### src/rtl/axis_s16_pair_packer.sv
// Packs pairs of 16-bit real samples into 32-bit AXI-Stream words, pads odd-length
// packets in the final word, and reports each packet's real-sample count.
module axis_s16_pair_packer #(
  parameter logic [15:0] PAD_VALUE  = 16'h0000,
  parameter bit          HIGH_FIRST = 1'b1
) (
  input  logic        clk,
  input  logic        reset,
  input  logic        clear,
  input  logic [15:0] i_tdata,
  input  logic        i_tlast,
  input  logic        i_tvalid,
  output logic        i_tready,
  output logic [31:0] o_tdata,
  output logic        o_tlast,
  output logic        o_tvalid,
  input  logic        o_tready,
  output logic        o_pad,
  output logic [15:0] pkt_samples,
  output logic        pkt_stb
);

  localparam logic [0:0] ST_EMPTY = 1'b0;
  localparam logic [0:0] ST_HALF  = 1'b1;

  logic [0:0]  r_state;
  logic [15:0] r_hold;
  logic [15:0] r_count;
  logic [15:0] r_pkt_samples;
  logic        r_pkt_stb;
  logic [31:0] r_o_tdata;
  logic        r_o_tlast;
  logic        r_o_tvalid;
  logic        r_o_pad;

  logic        w_free;
  logic        w_accept;
  logic        w_load;
  logic [15:0] w_first;
  logic [15:0] w_second;
  logic [31:0] w_word;
  logic [15:0] w_count_inc;

  // The single output stage can take a new word when empty or being drained.
  assign w_free   = ~r_o_tvalid | o_tready;
  assign i_tready = w_free;
  assign w_accept = i_tvalid & w_free & ~clear;
  assign w_load   = w_accept & ((r_state == ST_HALF) | i_tlast);

  always_comb begin
    w_first  = i_tdata;
    w_second = PAD_VALUE;
    if (r_state == ST_HALF) begin
      w_first  = r_hold;
      w_second = i_tdata;
    end
    w_word = HIGH_FIRST ? {w_first, w_second} : {w_second, w_first};
  end

  assign w_count_inc = (r_count == 16'hFFFF) ? r_count : r_count + 16'd1;

  // NOTE: sequential state uses non-blocking assignments so every register samples pre-edge values.
  always_ff @(posedge clk or posedge reset) begin
    if (reset) begin
      r_state <= ST_EMPTY;
    end else if (clear) begin
      r_state <= ST_EMPTY;
    end else if (w_accept) begin
      if (r_state == ST_HALF) begin
        r_state <= ST_EMPTY;
      end else if (!i_tlast) begin
        r_state <= ST_HALF;
      end
    end
  end

  // NOTE: the held sample is only read in HALF, so clear leaves its contents alone.
  always_ff @(posedge clk or posedge reset) begin
    if (reset) begin
      r_hold <= 16'h0000;
    end else if (w_accept && (r_state == ST_EMPTY)) begin
      r_hold <= i_tdata;
    end
  end

  // Data/last/pad only change on a load, and a load needs a free stage, so they hold while stalled.
  always_ff @(posedge clk or posedge reset) begin
    if (reset) begin
      r_o_tvalid <= 1'b0;
      r_o_tdata  <= 32'h0000_0000;
      r_o_tlast  <= 1'b0;
      r_o_pad    <= 1'b0;
    end else if (clear) begin
      r_o_tvalid <= 1'b0;
    end else if (w_load) begin
      r_o_tvalid <= 1'b1;
      r_o_tdata  <= w_word;
      r_o_tlast  <= i_tlast;
      r_o_pad    <= (r_state == ST_EMPTY);
    end else if (o_tready) begin
      r_o_tvalid <= 1'b0;
    end
  end

  always_ff @(posedge clk or posedge reset) begin
    if (reset) begin
      r_count       <= 16'h0000;
      r_pkt_samples <= 16'h0000;
      r_pkt_stb     <= 1'b0;
    end else if (clear) begin
      r_count   <= 16'h0000;
      r_pkt_stb <= 1'b0;
    end else begin
      r_pkt_stb <= 1'b0;
      if (w_accept) begin
        if (i_tlast) begin
          r_pkt_samples <= w_count_inc;
          r_pkt_stb     <= 1'b1;
          r_count       <= 16'h0000;
        end else begin
          r_count <= w_count_inc;
        end
      end
    end
  end

  assign o_tdata     = r_o_tdata;
  assign o_tlast     = r_o_tlast;
  assign o_tvalid    = r_o_tvalid;
  assign o_pad       = r_o_pad;
  assign pkt_samples = r_pkt_samples;
  assign pkt_stb     = r_pkt_stb;

endmodule
### config.mk
export PLATFORM = sky130hd
export DESIGN_NAME = axis_s16_pair_packer
export DESIGN_NICKNAME = d
export VERILOG_FILES = /design/src/rtl/axis_s16_pair_packer.sv
export SDC_FILE = /design/constraint.sdc
export NUM_CORES = 1
export LEC_CHECK = 0
export BUFFER_PORTS_ARGS = -buffer_cell sky130_fd_sc_hd__buf_4
export CAP_MARGIN = 10
export CORE_MARGIN = 2
export CORE_UTILIZATION = 42
export DETAILED_ROUTE_END_ITERATION = 10
export PLACE_DENSITY_LB_ADDON = 0.08
export SLEW_MARGIN = 0
export SYNTH_ARGS = -nofsm -noshare
export SYNTH_HDL_FRONTEND = slang
export SYNTH_SLANG_ARGS = --single-unit
export TNS_END_PERCENT = 1
### constraint.sdc
create_clock -name clk -period 4.8 [get_ports clk]
set_input_delay 0.48 -clock clk [delete_from_list [all_inputs] [get_ports clk]]
set_output_delay 0.48 -clock clk [all_outputs]
set_load 0.05 [all_outputs]
# == Word level (Yosys, flattened, before mapping) ==
# Index checks and enable logic that the tools add are counted.
# op_classes
addsub,1
n_eq_ne,1
muxes,16
n_bitwise,8
n_reduce_logical,5
# ops
operator,n
16-bit two-way mux,6
"16-bit by 1-bit adder with 16-bit output, second input constant",1
"16-bit equality test, second input constant",1
1-bit two-way mux,10
1-bit AND,3
1-bit inverter,3
3-bit AND reduction,1
3-bit nonzero test,1
1-bit bitwise OR,2
2-bit AND reduction,1
2-bit nonzero test,1
1-bit logical AND,1
# word_totals
regBits,85
inputBits,22
out_inout_bits,53
elab_cells,40

# == Logic depth before layout (Yosys ltp) ==
# depth
ltp_word,7
depth_mapped,7
mapped_depth_nobuf,5

# == Worst setup path after synthesis ==
# No wires, ideal clock.
# synth_path
kind,register to register
from,"register r_o_tvalid, in the netlist o_tvalid"
to,register r_hold[0]
setup_ps,125
arrival_ps,2090
setup_slack_ps,2585
path_stages_with_launch,7
n_path_buf,2
path_cell_list,dfrtp_1 -> nand2b_1 -> buf_2 -> nand2_1 -> nor3_2 -> buf_2 -> mux2_2
# synth_between
elab_chain_len,5
# synth_lines
item,line,source
from (decl),33,logic r_o_tvalid;
from (signal assigned),89,r_o_tvalid <= 1'b0;
from (signal assigned),94,r_o_tvalid <= 1'b0;
from (signal assigned),96,r_o_tvalid <= 1'b1;
1-bit inverter,45,assign w_free = ~r_o_tvalid | o_tready;
1-bit bitwise OR,45,
net i_tready,13,"output logic i_tready,"
1-bit AND (2 in series),47,assign w_accept = i_tvalid & w_free & ~clear;
1-bit logical AND,81,end else if (w_accept && (r_state == ST_EMPTY)) begin
to (signal assigned),82,r_hold <= i_tdata;
to (decl),27,logic [15:0] r_hold;
# The timed path passes the listed nets, and every way through them passes these cells.
# A chain may end at the register's enable or synchronous reset.

# == Worst setup path in the final report ==
# layout_path
from,register r_count[1]
to,register r_count[7]
# layout_between
elab_chain_len,5
elab_cells_between_ends,6
cone_classes,add/sub (1); eq/ne (1); mux (4)
# layout_lines
item,line,source
from (decl),28,logic [15:0] r_count;
from (signal assigned),121,r_count <= w_count_inc;
16-bit by 1-bit adder with 16-bit output or 16-bit equality test (tied branches),60,assign w_count_inc = (r_count == 16'hFFFF) ? r_count : r_count + 16'd1;
16-bit two-way mux (*),60,
16-bit two-way mux (*),116,if (i_tlast) begin
16-bit two-way mux (*),115,if (w_accept) begin
16-bit two-way mux (*),110,end else if (clear) begin
# Every way passes the cells marked *; elsewhere a longest branch is shown, timed or not. The select of a mux whose other input is x is not followed.

==> results by group <==
Global route
  • Initial antenna violation count: 0
  • GRT overflow: 0
  • Total Routing Usage GR: between 10% and 20%
  • Largest net degree at the start of global routing: 50
  • Vias in the first global route: slightly below 3,000
  • Global-route wire length before repair: 15.3 mm

Synthesis
  • Post-synthesis sequential area ratio: 54.3%
  • Post-synthesis instance total: between 300 and 400
  • Yosys cell types: 54
  • Synth warnings: 0
  • Synth top area cells: dfrtp_1 54%, mux2_2 4.6%, mux2i_1 4.3%
  • Syn_area_per_cell: between 10 and 15 um2
  • Most used DFF post-synth: dfrtp_1
  • Largest area contributor in the netlist: dfrtp_1
  • Number of synthesized flops with an enable pin: 0
  • Post-synthesis net count: 385
  • Async SR Flop Fraction: between 90% and 100%
  • Netlist area before placement: slightly below 4000 um2
  • Share of the synthesized area in the top cell type: roughly 54%
  • #FFs+latches synth: 85

Place
  • Cell Area, Placed: ~4600 um2
  • # port buffers: 74
  • Final HPWL DP: a little over 6 mm
  • Placement Setup Slack: roughly 2.2 ns
  • GP Congestion: roughly 0.84

Clocking
  • Num Clock Sinks: 85
  • Postcts setup bufs: 0
  • Htree depth: 3
  • CTS tree: done
  • Clk_lat worst skew: around 0.35 ns
  • CTS-repair resized insts: 0
  • CTS Root Cell: clkbuf_8
  • CTS Buffer Depth: 2
  • Hold Buf Count CTS: 0
  • Total CTS buffers: 9
  • Clock transition at path regs: approximately 0.090 ns

Setup path
  • Worst EP required: 5.08 ns
  • Startpoint Class: register
  • Critical path class: reg -> reg
  • CP Max Fanout: 12
  • CP Capture Type: register
  • Worst Path Arrival: ~2.8 ns

Timing
  • Achievable Freq: between 300 and 400 MHz
  • RSZ-0062 raised after global routing: false
  • # setup viols final: 0
  • Final Worst Setup Slack: 2.28 ns
  • Clock Skews: ~0.0053 ns
  • Post-layout min period: 2.52 ns
  • Endpoints failing hold: 0
  • Final Max Slew Viols: 0
  • Slew @ Worst Pin: 1.15 ns
  • Setup TNS: 0 ns
  • Slew HR: between 20% and 30%
  • Crit share post-route: a little over half

Final layout
  • Final nets: around 450
  • Antenna cells: 0
  • Synth-to-layout area growth: 21.9%
  • Fraction of layout instances using a drive strength above 1: 27.9%
  • Final Instance Area: about 4800 um2

Pwr
  • Max VDD drop: 0.166 mV
  • P per Cell Area: 404 nW/um2
  • Pleak: ~2.1 nW

Die
  • Io pins: 75
  • Initial Util: between 40% and 50%
  • Die X-Extent: approximately 100 um
  • Vert. Die Dim: a little over 100 um
  • Core ar.: just over 9000 um2
  • Cell row count: 35
  • Die Area: 10,100 um2

Routing
  • Post-Route WL: approximately 9 mm
  • Via count: between 3,000 and 4,000
  • DR pass1 iterations: 4
  • Routed Antenna Nets: 0
  • Avg WL per Cell: about 17 um
  • DR vias/cell: 5.56
  • Drt initial violations: 79
  • Residual DRC: 0

Hold path
  • Worst hold-check path type: in -> async

Run status
  • Status: complete, no violations

Run
  • Max-Cap Viols: 0
[per-layer routing]
metal	vias up	share of wire, %	global-route usage, %
met5	-	0	0
met4	0	1.9	8.85
met3	10	3.8	3.40
met2	72	49	30.8
met1	1471	46	26.0
li1	1454	-	-
[cells by family (layout without fill, tap and decap cells)]
kind of cell | count (synthesis) | in the layout | synth area share (%)
AOI/OAI and AO/OA | 102 | 102 | 17.6
adders and majority gates | 1 | 1 | 0.319
DFF | 85 | 85 | 54.3
muxes | 33 | 33 | 8.95
xor gates and xnor gates | 7 | 7 | 1.57
and+or+nand+nor | 99 | 99 | 13.7
buffers and inverters | 35 | 103 | 3.55
[final cells by class]
class	count	area, um2
Inverter	10	38.8
Fill cell	847	4380
Sequential cell	85	2130
Clock inverter	7	97.6
Multi-Input combinational cell	242	1670
Tap cell	111	139
Timing Repair Buffer	77	578
Clock buffer	9	124
[critical path, stage by stage, from the launching register on]
cell and delay, ns:
dfrtp_1 0.43, ha_1 0.25, nand4_1 0.52, or4_1 0.86, a21o_1 0.22, a31oi_1 0.16
[final timing paths]
check,from,to,slack [ns],cells past startpoint
setup / recovery,r_count[1],r_count[7],2.28,5
hold / removal,reset,pkt_samples[14],0.23,2
setup reg to reg,r_count[1],r_count[7],2.28,5
hold reg to reg,pkt_samples[14],pkt_samples[14],0.49,2
max in group asynchronous,reset,o_tdata[3],3.55,3
min in group clk,i_tdata[2],o_tdata[2],0.36,2
[power breakdown]
group | internal (mW) | switching [mW]
combinational | 0.158 | 0.327
sequential | 0.806 | 0.0595
clock | 0.296 | 0.279
[cells in the final DEF, fill, tap and decap left out, types with 3 or more instances in the layout]
master / n
a21oi_1: 11
a22o_1: 17
a31oi_1: 14
and3_1: 3
buf_4: 77
clkbuf_8: 9
dfrtp_1: 85
inv_1: 8
mux2_2: 16
mux2i_1: 17
nand2_1: 40
nand2b_1: 4
nand3_1: 8
nand4_1: 5
nor2_1: 11
nor3_1: 6
nor4_1: 5
o21ai_0: 26
o21ai_1: 10
o31ai_1: 4
xnor2_1: 6
[stage by stage]
| step | hold WS (ns) | instances | util [%] | total power, mW |
|---|---|---|---|---|
| 2_1_floorplan | 0.480 | 362 | - | 1.21 |
| 3_3_place_gp | 0.471 | 525 | 49.7 | 1.36 |
| 3_5_place_dp | 0.478 | 525 | 49.7 | 1.37 |
| 4_1_cts | 0.269 | 541 | 52.1 | 1.95 |
| 5_1_grt | 0.303 | 541 | 52.1 | 2.01 |
| 6_report | 0.230 | 541 | 52.1 | 1.93 |
[cell usage after synthesis (2+ instances only)]
library cell and instances:
dfrtp_1 85, nand2_1 40, o21ai_0 26, a22o_1 17
mux2i_1 17, clkbuf_1 16, mux2_2 16, a31oi_1 14
a21oi_1 11, nor2_1 11, o21ai_1 10, inv_1 9
nand3_1 8, buf_2 6, nor3_1 6, xnor2_1 6
nand4_1 5, nor4_1 5, nand2b_1 4, o31ai_1 4
and3_1 3, buf_1 3, a21o_1 2, and4_1 2
nand3b_1 2, o22ai_1 2, o41ai_1 2, o41ai_2 2
or3_1 2, or4_1 2
[sequential cells by signal, summed over array words and instances (netlist names)]
| signal | cells |
|---|---|
| r_hold | 16 |
| r_count | 16 |
| pkt_stb | 1 |
| r_state | 1 |
| pkt_samples | 16 |
| o_tdata | 32 |
| o_tvalid | 1 |
| o_pad | 1 |
| o_tlast | 1 |
No activity file was read; power rests on OpenSTA's default activity.
